$ cat src/rtl/soc_mem_copy_dma.sv
// soc_mem_copy_dma: word-copy DMA initiator on the single-port 32-bit SoC memory bus.
// Copies i_len words from a source to a destination window, one bus request at a time.
// Optional memset mode is compiled in with macro SOC_DMA_FILL_EN (adds i_fill/i_fill_val).
module soc_mem_copy_dma #(
   parameter int unsigned p_len_w   = 16,
   parameter logic [3:0]  p_be_full = 4'hF
) (
   input  logic               i_clk,
   input  logic               i_rst_n,
   input  logic               i_start,
   input  logic [31:2]        i_src_addr,
   input  logic [31:2]        i_dst_addr,
   input  logic [p_len_w-1:0] i_len,
`ifdef SOC_DMA_FILL_EN
   input  logic               i_fill,
   input  logic [31:0]        i_fill_val,
`endif
   output logic               o_busy,
   output logic               o_done,
   output logic [p_len_w-1:0] o_words_done,
   output logic [31:2]        o_mem_addr,
   output logic [3:0]         o_mem_be,
   output logic               o_mem_wr_en,
   output logic [31:0]        o_mem_wr_data,
   output logic               o_mem_rd_en,
   input  logic [31:0]        i_mem_rd_data,
   input  logic               i_mem_busy,
   input  logic               i_mem_ack
);

   localparam int unsigned lp_aw = 30;

   typedef enum logic [2:0] {
      S_IDLE,
      S_RD_REQ,
      S_RD_CAP,
      S_WR_REQ,
      S_DONE
   } state_t;

   state_t               r_state, w_state_nxt;
   logic [lp_aw-1:0]     r_src, w_src_nxt;
   logic [lp_aw-1:0]     r_dst, w_dst_nxt;
   logic [p_len_w-1:0]   r_len, w_len_nxt;
   logic [p_len_w-1:0]   r_words, w_words_nxt;
   logic [lp_aw-1:0]     r_addr, w_addr_nxt;
   logic [3:0]           r_be, w_be_nxt;
   logic                 r_wr_en, w_wr_en_nxt;
   logic [31:0]          r_wr_data, w_wr_data_nxt;
   logic                 r_rd_en, w_rd_en_nxt;
   logic                 r_busy, w_busy_nxt;
   logic                 r_done, w_done_nxt;
   logic                 r_fill, w_fill_nxt;
   logic                 w_accept;
   logic                 w_start_fill;
   logic [31:0]          w_start_data;
   logic [p_len_w-1:0]   w_words_inc;

   assign w_accept    = (r_rd_en | r_wr_en) & ~i_mem_busy & i_mem_ack;
   assign w_words_inc = p_len_w'(r_words + 1'b1);

`ifdef SOC_DMA_FILL_EN
   assign w_start_fill = i_fill;
   assign w_start_data = i_fill_val;
`else
   assign w_start_fill = 1'b0;
   assign w_start_data = r_wr_data;
`endif

   // Next-state and next-register computation; every register defaults to hold.
   always_comb begin
      w_state_nxt   = r_state;
      w_src_nxt     = r_src;
      w_dst_nxt     = r_dst;
      w_len_nxt     = r_len;
      w_words_nxt   = r_words;
      w_addr_nxt    = r_addr;
      w_be_nxt      = r_be;
      w_wr_en_nxt   = r_wr_en;
      w_wr_data_nxt = r_wr_data;
      w_rd_en_nxt   = r_rd_en;
      w_fill_nxt    = r_fill;
      w_done_nxt    = 1'b0;
      case (r_state)
         S_IDLE: begin
            if (i_start) begin
               w_src_nxt   = i_src_addr;
               w_dst_nxt   = i_dst_addr;
               w_len_nxt   = i_len;
               w_words_nxt = '0;
               w_fill_nxt  = w_start_fill;
               if (i_len == '0) begin
                  w_state_nxt = S_DONE;
               end else if (w_start_fill) begin
                  // memset: the fill value lives in the write-data register
                  w_state_nxt   = S_WR_REQ;
                  w_addr_nxt    = i_dst_addr;
                  w_be_nxt      = p_be_full;
                  w_wr_en_nxt   = 1'b1;
                  w_wr_data_nxt = w_start_data;
               end else begin
                  w_state_nxt = S_RD_REQ;
                  w_addr_nxt  = i_src_addr;
                  w_rd_en_nxt = 1'b1;
               end
            end
         end
         S_RD_REQ: begin
            if (w_accept) begin
               w_rd_en_nxt = 1'b0;
               w_state_nxt = S_RD_CAP;
            end
         end
         S_RD_CAP: begin
            w_wr_data_nxt = i_mem_rd_data;
            w_addr_nxt    = r_dst;
            w_be_nxt      = p_be_full;
            w_wr_en_nxt   = 1'b1;
            w_state_nxt   = S_WR_REQ;
         end
         S_WR_REQ: begin
            if (w_accept) begin
               w_wr_en_nxt = 1'b0;
               w_be_nxt    = 4'h0;
               w_words_nxt = w_words_inc;
               w_src_nxt   = lp_aw'(r_src + 1'b1);
               w_dst_nxt   = lp_aw'(r_dst + 1'b1);
               if (w_words_inc == r_len) begin
                  w_state_nxt = S_DONE;
               end else if (r_fill) begin
                  w_wr_en_nxt = 1'b1;
                  w_be_nxt    = p_be_full;
                  w_addr_nxt  = lp_aw'(r_dst + 1'b1);
               end else begin
                  w_rd_en_nxt = 1'b1;
                  w_addr_nxt  = lp_aw'(r_src + 1'b1);
                  w_state_nxt = S_RD_REQ;
               end
            end
         end
         S_DONE: begin
            w_done_nxt  = 1'b1;
            w_state_nxt = S_IDLE;
         end
         default: begin
            w_state_nxt = S_IDLE;
            w_rd_en_nxt = 1'b0;
            w_wr_en_nxt = 1'b0;
         end
      endcase
      w_busy_nxt = (w_state_nxt != S_IDLE);
   end

   // State and output registers with synchronous active-low reset.
   always_ff @(posedge i_clk) begin
      if (!i_rst_n) begin
         r_state   <= S_IDLE;
         r_src     <= '0;
         r_dst     <= '0;
         r_len     <= '0;
         r_words   <= '0;
         r_addr    <= '0;
         r_be      <= 4'h0;
         r_wr_en   <= 1'b0;
         r_wr_data <= '0;
         r_rd_en   <= 1'b0;
         r_busy    <= 1'b0;
         r_done    <= 1'b0;
         r_fill    <= 1'b0;
      end else begin
         r_state   <= w_state_nxt;
         r_src     <= w_src_nxt;
         r_dst     <= w_dst_nxt;
         r_len     <= w_len_nxt;
         r_words   <= w_words_nxt;
         r_addr    <= w_addr_nxt;
         r_be      <= w_be_nxt;
         r_wr_en   <= w_wr_en_nxt;
         r_wr_data <= w_wr_data_nxt;
         r_rd_en   <= w_rd_en_nxt;
         r_busy    <= w_busy_nxt;
         r_done    <= w_done_nxt;
         r_fill    <= w_fill_nxt;
      end
   end

   assign o_busy        = r_busy;
   assign o_done        = r_done;
   assign o_words_done  = r_words;
   assign o_mem_addr    = r_addr;
   assign o_mem_be      = r_be;
   assign o_mem_wr_en   = r_wr_en;
   assign o_mem_wr_data = r_wr_data;
   assign o_mem_rd_en   = r_rd_en;

endmodule

$ cat config.mk
export PLATFORM = sky130hd
export DESIGN_NAME = soc_mem_copy_dma
export DESIGN_NICKNAME = d
export VERILOG_FILES = /design/src/rtl/soc_mem_copy_dma.sv
export SDC_FILE = /design/constraint.sdc
export NUM_CORES = 1
export LEC_CHECK = 0
export CORE_ASPECT_RATIO = 0.6
export CORE_MARGIN = 2
export CORE_UTILIZATION = 45
export CTS_CLUSTER_DIAMETER = 50
export DETAILED_ROUTE_END_ITERATION = 16
export PLACE_DENSITY = 0.82
export SLEW_MARGIN = 20
export SYNTH_ARGS = -nofsm -noshare
export SYNTH_HDL_FRONTEND = slang
export SYNTH_SLANG_ARGS = --single-unit
$ cat constraint.sdc
create_clock -name i_clk -period 7 [get_ports i_clk]
set_clock_uncertainty 0.2 [all_clocks]
set_input_delay 1.4 -clock i_clk [delete_from_list [all_inputs] [get_ports i_clk]]
set_output_delay 1.4 -clock i_clk [all_outputs]
set_load 0.01 [all_outputs]
==> results of run 1 <==
==> per-layer routing <==
layer	up-vias	wire, µm	part of all wire, %	GRT usage (%)
met1	4398	13100	46	38.0
li1	4618	-	-	-
met4	0	398	1.4	7.67
met3	35	2900	10	7.78
met5	-	0	0	0
met2	457	11900	42	38.7
==> per-stage QoR <==
step	power (mW)	cells	area, µm²
floorplan	1.24	1242	9050
CTS	2.37	1658	11700
global placement	1.39	1626	11100
global route	2.45	1658	11700
detailed placement	1.40	1626	11100
finish	2.36	1658	11700
==> cells in the final DEF (no fill, tap or decap), types with 7 or more instances in the layout <==
cell / synthesis / routed
a31oi_1: 13 / 13
nand3_1: 35 / 35
and4_1: 7 / 7
nand4_1: 19 / 19
nand2_1: 252 / 250
mux2i_1: 40 / 40
a21oi_1: 146 / 146
clkdlybuf4s50_1: 0 / 197
clkbuf_16: 0 / 17
nor3_1: 25 / 25
inv_1: 15 / 15
nor4_1: 19 / 19
dfxtp_1: 162 / 161
nand2b_1: 7 / 7
nor2_1: 120 / 118
buf_4: 4 / 14
o21ai_0: 89 / 89
a211oi_1: 13 / 13
a22oi_1: 14 / 14
nor2b_1: 11 / 11
o31ai_1: 8 / 8
xor2_1: 19 / 19
and3_1: 14 / 14
xnor2_1: 25 / 25
==> cell families (layout without fill, tap and decap cells) <==
group           count (synthesis)  in the layout  share of synthesized area, %
mux                            40             40                          4.42
fa+ha+maj                       3              3                         0.415
flops                         162            162                          35.8
xor+xnor                       45             45                          4.56
simple gates                  538            538                          26.8
buf+inv                       117            260                          5.61
compound gates                337            337                          22.4
==> area by class of cell <==
type / count / area [µm²] / area share, %
multi-input combinational: 963 / 5320 / 45.7
sequential: 162 / 3240 / 27.8
timing repair buffer: 212 / 2080 / 17.9
clock buffer: 19 / 443 / 3.80
tap: 273 / 342 / 2.93
clock inverter: 13 / 160 / 1.37
inverter: 16 / 61.3 / 0.526
==> sequential cells by signal, summed over array words and instances, names as in the netlist <==
signal         cells
o_mem_wr_data     32
o_mem_addr        30
r_dst             30
r_src             30
o_words_done      16
r_len             16
r_state            3
o_busy             1
o_done             1
o_mem_be           1
o_mem_rd_en        1
o_mem_wr_en        1
==> final timing paths <==
| check | from | endpoint |
|---|---|---|
| max | r_state[1] | r_src[10] |
| min | o_mem_wr_data[6] | o_mem_wr_data[6] |
| max reg2reg | r_state[1] | r_src[10] |
| min reg2reg | o_mem_wr_data[6] | o_mem_wr_data[6] |
==> power groups by stage <==
stage	clock [mW]	combinational, mW	sequential, mW
finish	0.974	0.362	1.02
global route	1.03	0.396	1.03
global placement	0	0.351	1.04
CTS	0.985	0.361	1.02
floorplan	0	0.201	1.04
detailed placement	0	0.359	1.04
==> critical path: cells and delay by family (launching register included) <==
kind	cells	cell delay (ns)
AO/OA/AOI/OAI	2	0.39
buffers and inverters	2	0.77
flip-flops	1	0.53
AND/OR/NAND/NOR	5	2.57
==> metrics.md, run 1 <==
| Metric | Value |
|---|---|
| Routed vias | 9508 |
| Unique masters post-synth | 68 |
| Final Cycle Share | 66.1% |
| Die H | 114 µm |
| Post-Synthesis Mean Instance Area | 7.29 µm² |
| Core area | 19900 µm² |
| Critical Path Fanout Max | 57 |
| Antenna diode count | 0 |
| Post-CTS setup buffer count | 0 |
| Cells on worst reg2reg path | 9 |
| Cell-by-cell listing of the critical path | nor2b_1 > buf_4 > and2_2 > nand2_1 > nand2_2 > buf_4 > o21ai_0 > a21oi_1 > nor2_1 |
| Max Buffers Root-to-Sink | 2 |
| Port buffer count | 198 |
| Layout Area Growth over Synthesis | 28.7% |
| Most frequent cell after synthesis | nand2_1 |
| Int Power | 1.72 mW |
| Sequential cell fraction of total power | 43.3% |
| Final-layout worst hold slack | 0.252 ns |
| Final core utilization | 58.7% |
| Worst Setup Start Kind | flop |
| Worst path setup slack after routing | 2.38 ns |
| Critical Path End Type | flop |
| Slowest stage delay, CP | 0.93 ns |
| Post-CTS resize count | 0 |
| DRC marker count from the first detailed-route iteration | 1121 |
| Net load switching power | 0.637 mW |
| Worst path most repeated cell | buf_4 |
| Clock Latency Late Sink | 0.45 ns |
| Time the worst path needs with I/O delays and setup | 4.62 ns |
| Share of Yosys cell area claimed by the top area cell type | 35.8% |
| Pin count of the biggest net entering global routing | 97 |
| Max frequency | 0.216 GHz |
| Routed vias/inst | 5.73 |
| Initial antenna violation count | 0 |
| Fillers | 1818 |
| Number of max-capacitance violations reported | 0 |
| Deepest level of the CTS H-tree | 4 |
| Top cells by count, synth | nand2_1, dfxtp_1, a21oi_1 |
| Buffer cell driving the clock tree root | clkbuf_16 |
| Final setup viols | 0 |
| Yosys synthesis warning count | 0 |
| Avg WL per Cell | 17.1 µm |
| Static Leak | 4.16 nW |
| Hold Path Depth | 2 |
| Worst ir drop on vdd | 0.170 mV |
| Nets | 1488 |
| Total Routing Usage GR | 26.6% |
| Combinational share of power | 15.4% |
| Wire length of the first global-routing pass | 45600 µm |
| Outcome | finished, final reports clean |
| Post-Place Setup Slack | 2.15 ns |
| Post-route DRC | 0 |
| Row count | 40 |
| Starting utilization of the core area | 45.6% |
| Die Outline Area | 21300 µm² |
| Critical path class | reg2reg |
| Slew at the pin closest to its max-slew limit | 1.10 ns |
| Post-synthesis sequential area ratio | 35.8% |
| Hold crit path type | reg2reg |
| Fraction of layout instances using a drive strength above 1 | 4.98% |
| Clock edge transition at the registers on the reported setup and hold paths | 0.07 ns |
| Register bit count reported by yosys | 162 |
| Cell taking the most area after synthesis | dfxtp_1 |
| Number of I/O pins | 199 |
| Worst reg2reg setup slack | 2.38 ns |
| HPWL reported at the end of detailed placement | 19700 µm |
| Worst slew margin relative to its limit | 26.6% |
| Post-Syn Nets | 1358 |
| Standard cell with the maximum stage delay on the critical path | and2_2 |
| Setup TNS | 0 ns |
| Hold-fix buffers at CTS | 0 |
| ANT nets after route | 0 |
| Async SR Flop Fraction | 0% |
| Final Hold Vio Count | 0 |
| Post-synth EDFFs | 0 |
| Clock share of power | 41.3% |
| Total congestion overflow | 0 |
| Number of slew-limit violations in the final report | 0 |
| X dimension of the die | 187 µm |
| Instance count of the mapped netlist | 1242 |
| Arrival time reported for the critical path endpoint | 4.73 ns |
| Largest cells by area after synthesis | dfxtp_1, nand2_1, a21oi_1 |
| Vias in the first global route | 8654 |
| Sw frac | 27.0% |
| Most used flip-flop cell after synthesis | dfxtp_1 |
| CTS sink cnt | 162 |
| Total Wirelength | 28300 µm |
| Unrepaired setup endpoints after global routing | no |
| Combined area of all synthesized cells | 9050 µm² |
| Cell area power density | 202 nW/µm² |
| CTS tree | yes |
| Number of detailed-route iterations in the first pass | 5 |
| WP data required | 7.11 ns |
| Routability Congestion | 0.851 |
| Num CTS Buffers | 17 |
(Power assumes the default switching activity.)
==> inputs of run 2 (changes only) <==
--- a/config.mk
+++ b/config.mk
@@ -10,7 +10,7 @@
 export CORE_UTILIZATION = 45
 export CTS_CLUSTER_DIAMETER = 50
 export DETAILED_ROUTE_END_ITERATION = 16
-export PLACE_DENSITY = 0.82
+export PLACE_DENSITY = 0.85
 export SLEW_MARGIN = 20
 export SYNTH_ARGS = -nofsm -noshare
 export SYNTH_HDL_FRONTEND = slang
==> constraint.sdc (replaced) <==
create_clock -name i_clk -period 4.2 [get_ports i_clk]
set_clock_uncertainty 0.2 [all_clocks]
set_input_delay 0.84 -clock i_clk [delete_from_list [all_inputs] [get_ports i_clk]]
set_output_delay 0.84 -clock i_clk [all_outputs]
set_load 0.01 [all_outputs]
==> run 2 against run 1 <==
  * Total power rose by 69%
  * Combinational power rose by 70%
  * Sequential share of layout area fell by 0.38 points
  * Routed wire length rose by 0.68%
  * Register-to-register slack got worse by 1.9 ns
  * Clock power rose by 70%
  * Sequential power rose by 68%
  * Sequential cell count did not move
  * Core utilization rose by 0.81 points
  * Largest cell class unchanged
  * Highest routed layer is now met5
==> metrics.md, run 2 (synthesis gave the netlist of run 1 again) <==
| Metric | Value |
|---|---|
| Initial antenna violation count | 1 |
| Slew at the pin closest to its max-slew limit | 0.938 ns |
| Setup TNS | 0 ns |
| DP Cell Count | 1635 |
| Most common cell after layout, fill and taps aside | nand2_1 |
| Critical path class | reg2reg |
| Antenna diode count | 0 |
| DRC marker count from the first detailed-route iteration | 1032 |
| Fraction of layout instances using a drive strength above 1 | 5.59% |
| Finished Layout Cells | 1668 |
| Total Routing Usage GR | 26.2% |
| Unrepaired setup endpoints after global routing | no |
| Nets | 1498 |
| ANT nets after route | 0 |
| Layout Area Growth over Synthesis | 30.5% |
| Final setup viols | 0 |
| Static Leak | 4.24 nW |
| HPWL reported at the end of detailed placement | 19700 µm |
| Time the worst path needs with I/O delays and setup | 3.69 ns |
| Critical Path End Type | flop |
| Top library cells by usage in the layout, fill and taps aside | nand2_1, clkdlybuf4s50_1, dfxtp_1 |
| Hold crit path type | reg2reg |
| Cells on worst reg2reg path | 8 |
| Clock edge transition at the registers on the reported setup and hold paths | 0.07 ns |
| Vias in the first global route | 8690 |
| Final Hold Vio Count | 0 |
| Number of slew-limit violations in the final report | 0 |
| Port buffer count | 198 |
| Worst slew margin relative to its limit | 37.0% |
| Hold-fix buffers at CTS | 0 |
| Core area | 19900 µm² |
| Routed vias/inst | 5.85 |
| Routed vias | 9752 |
| Final Cycle Share | 87.9% |
| Routability Congestion | 0.902 |
| Max Buffers Root-to-Sink | 2 |
| Starting utilization of the core area | 45.6% |
| Arrival time reported for the critical path endpoint | 3.85 ns |
| Number of max-capacitance violations reported | 0 |
| Total power of the final layout | 3.98 mW |
| Total congestion overflow | 0 |
| WP data required | 4.36 ns |
| Worst ir drop on vdd | 0.267 mV |
| Total Wirelength | 28500 µm |
| Final core utilization | 59.5% |
| Outcome | finished, final reports clean |
| Buffer cell driving the clock tree root | clkbuf_16 |
| Number of I/O pins | 199 |
| Cell area power density | 337 nW/µm² |
| Num CTS Buffers | 17 |
| Max frequency | 0.271 GHz |
| Die Outline Area | 21300 µm² |
| Critical Path Fanout Max | 30 |
| Deepest level of the CTS H-tree | 4 |
| Wire length of the first global-routing pass | 44900 µm |
| Die H | 114 µm |
| Row count | 40 |
| CTS sink cnt | 162 |
| Hold Path Depth | 2 |
| Avg WL per Cell | 17.1 µm |
| Post-Place Setup Slack | 0.580 ns |
| Post-route DRC | 0 |
| CTS tree | yes |
| Worst Setup Start Kind | flop |
| Number of detailed-route iterations in the first pass | 5 |
| Post-CTS resize count | 0 |
| Post-CTS setup buffer count | 0 |
| Pin count of the biggest net entering global routing | 116 |
| Max reg flops | 32 |
| Worst path setup slack after routing | 0.506 ns |
| Clock Latency Late Sink | 0.43 ns |
| X dimension of the die | 187 µm |
run 2: final timing paths:
| kind | from | end | slack, ns |
|---|---|---|---|
| max | o_words_done[4] | o_mem_addr[29] | 0.51 |
| min | o_mem_wr_data[29] | o_mem_wr_data[29] | 0.25 |
| max reg2reg | o_words_done[4] | o_mem_addr[29] | 0.51 |
| min reg2reg | o_mem_wr_data[29] | o_mem_wr_data[29] | 0.25 |
run 2: worst max-delay path: stages (launching register included):
cell and delay (ns):
dfxtp_1 0.56, nand3_1 0.43, nor4_2 0.64, xor2_1 0.19, a2111oi_4 0.43, o2111ai_2 0.31, a41oi_4 0.32, buf_12 0.27
mux2i_1 0.22
run 2: layer usage:
metal / GRT usage (%) / routed length, µm / vias to the layer above
li1: - / - / 4647
met1: 36.4 / 12900 / 4490
met3: 7.72 / 3250 / 44
met4: 6.61 / 452 / 2
met2: 39.9 / 11900 / 569
met5: 0 / 11 / -
run 2: final cells by class:
| cell class | instances | area, µm² |
|---|---|---|
| sequential | 162 | 3240 |
| clock buffer | 19 | 433 |
| multi-input combinational | 963 | 5320 |
| fill | 1800 | 8050 |
| tap | 273 | 342 |
| timing repair buffer | 222 | 2230 |
| clock inverter | 13 | 185 |
| inverter | 16 | 61.3 |
run 2: metrics by stage:
stage               area, µm²  hold slack, ns
floorplan                9050           0.248
global placement        11200           0.240
detailed placement      11200           0.247
CTS                     11800           0.255
global route            11800           0.269
finish                  11800           0.250
run 2: power by group:
part           leakage [nW]  switching [mW]  internal (mW)
Sequential             1.32          0.0892           1.62
Clock                 0.297           0.661          0.997
Combinational          2.62           0.306          0.308
Total                  4.24            1.06           2.93
==> inputs of run 3 (changes only) <==
--- a/config.mk
+++ b/config.mk
@@ -9,6 +9,7 @@
 export CORE_MARGIN = 2
 export CORE_UTILIZATION = 45
 export CTS_CLUSTER_DIAMETER = 50
+export CTS_CLUSTER_SIZE = 25
 export DETAILED_ROUTE_END_ITERATION = 16
 export PLACE_DENSITY = 0.85
 export SLEW_MARGIN = 20
==> results of run 3 <==
The final DEF is identical to that of run 2; final timing and power are the same.
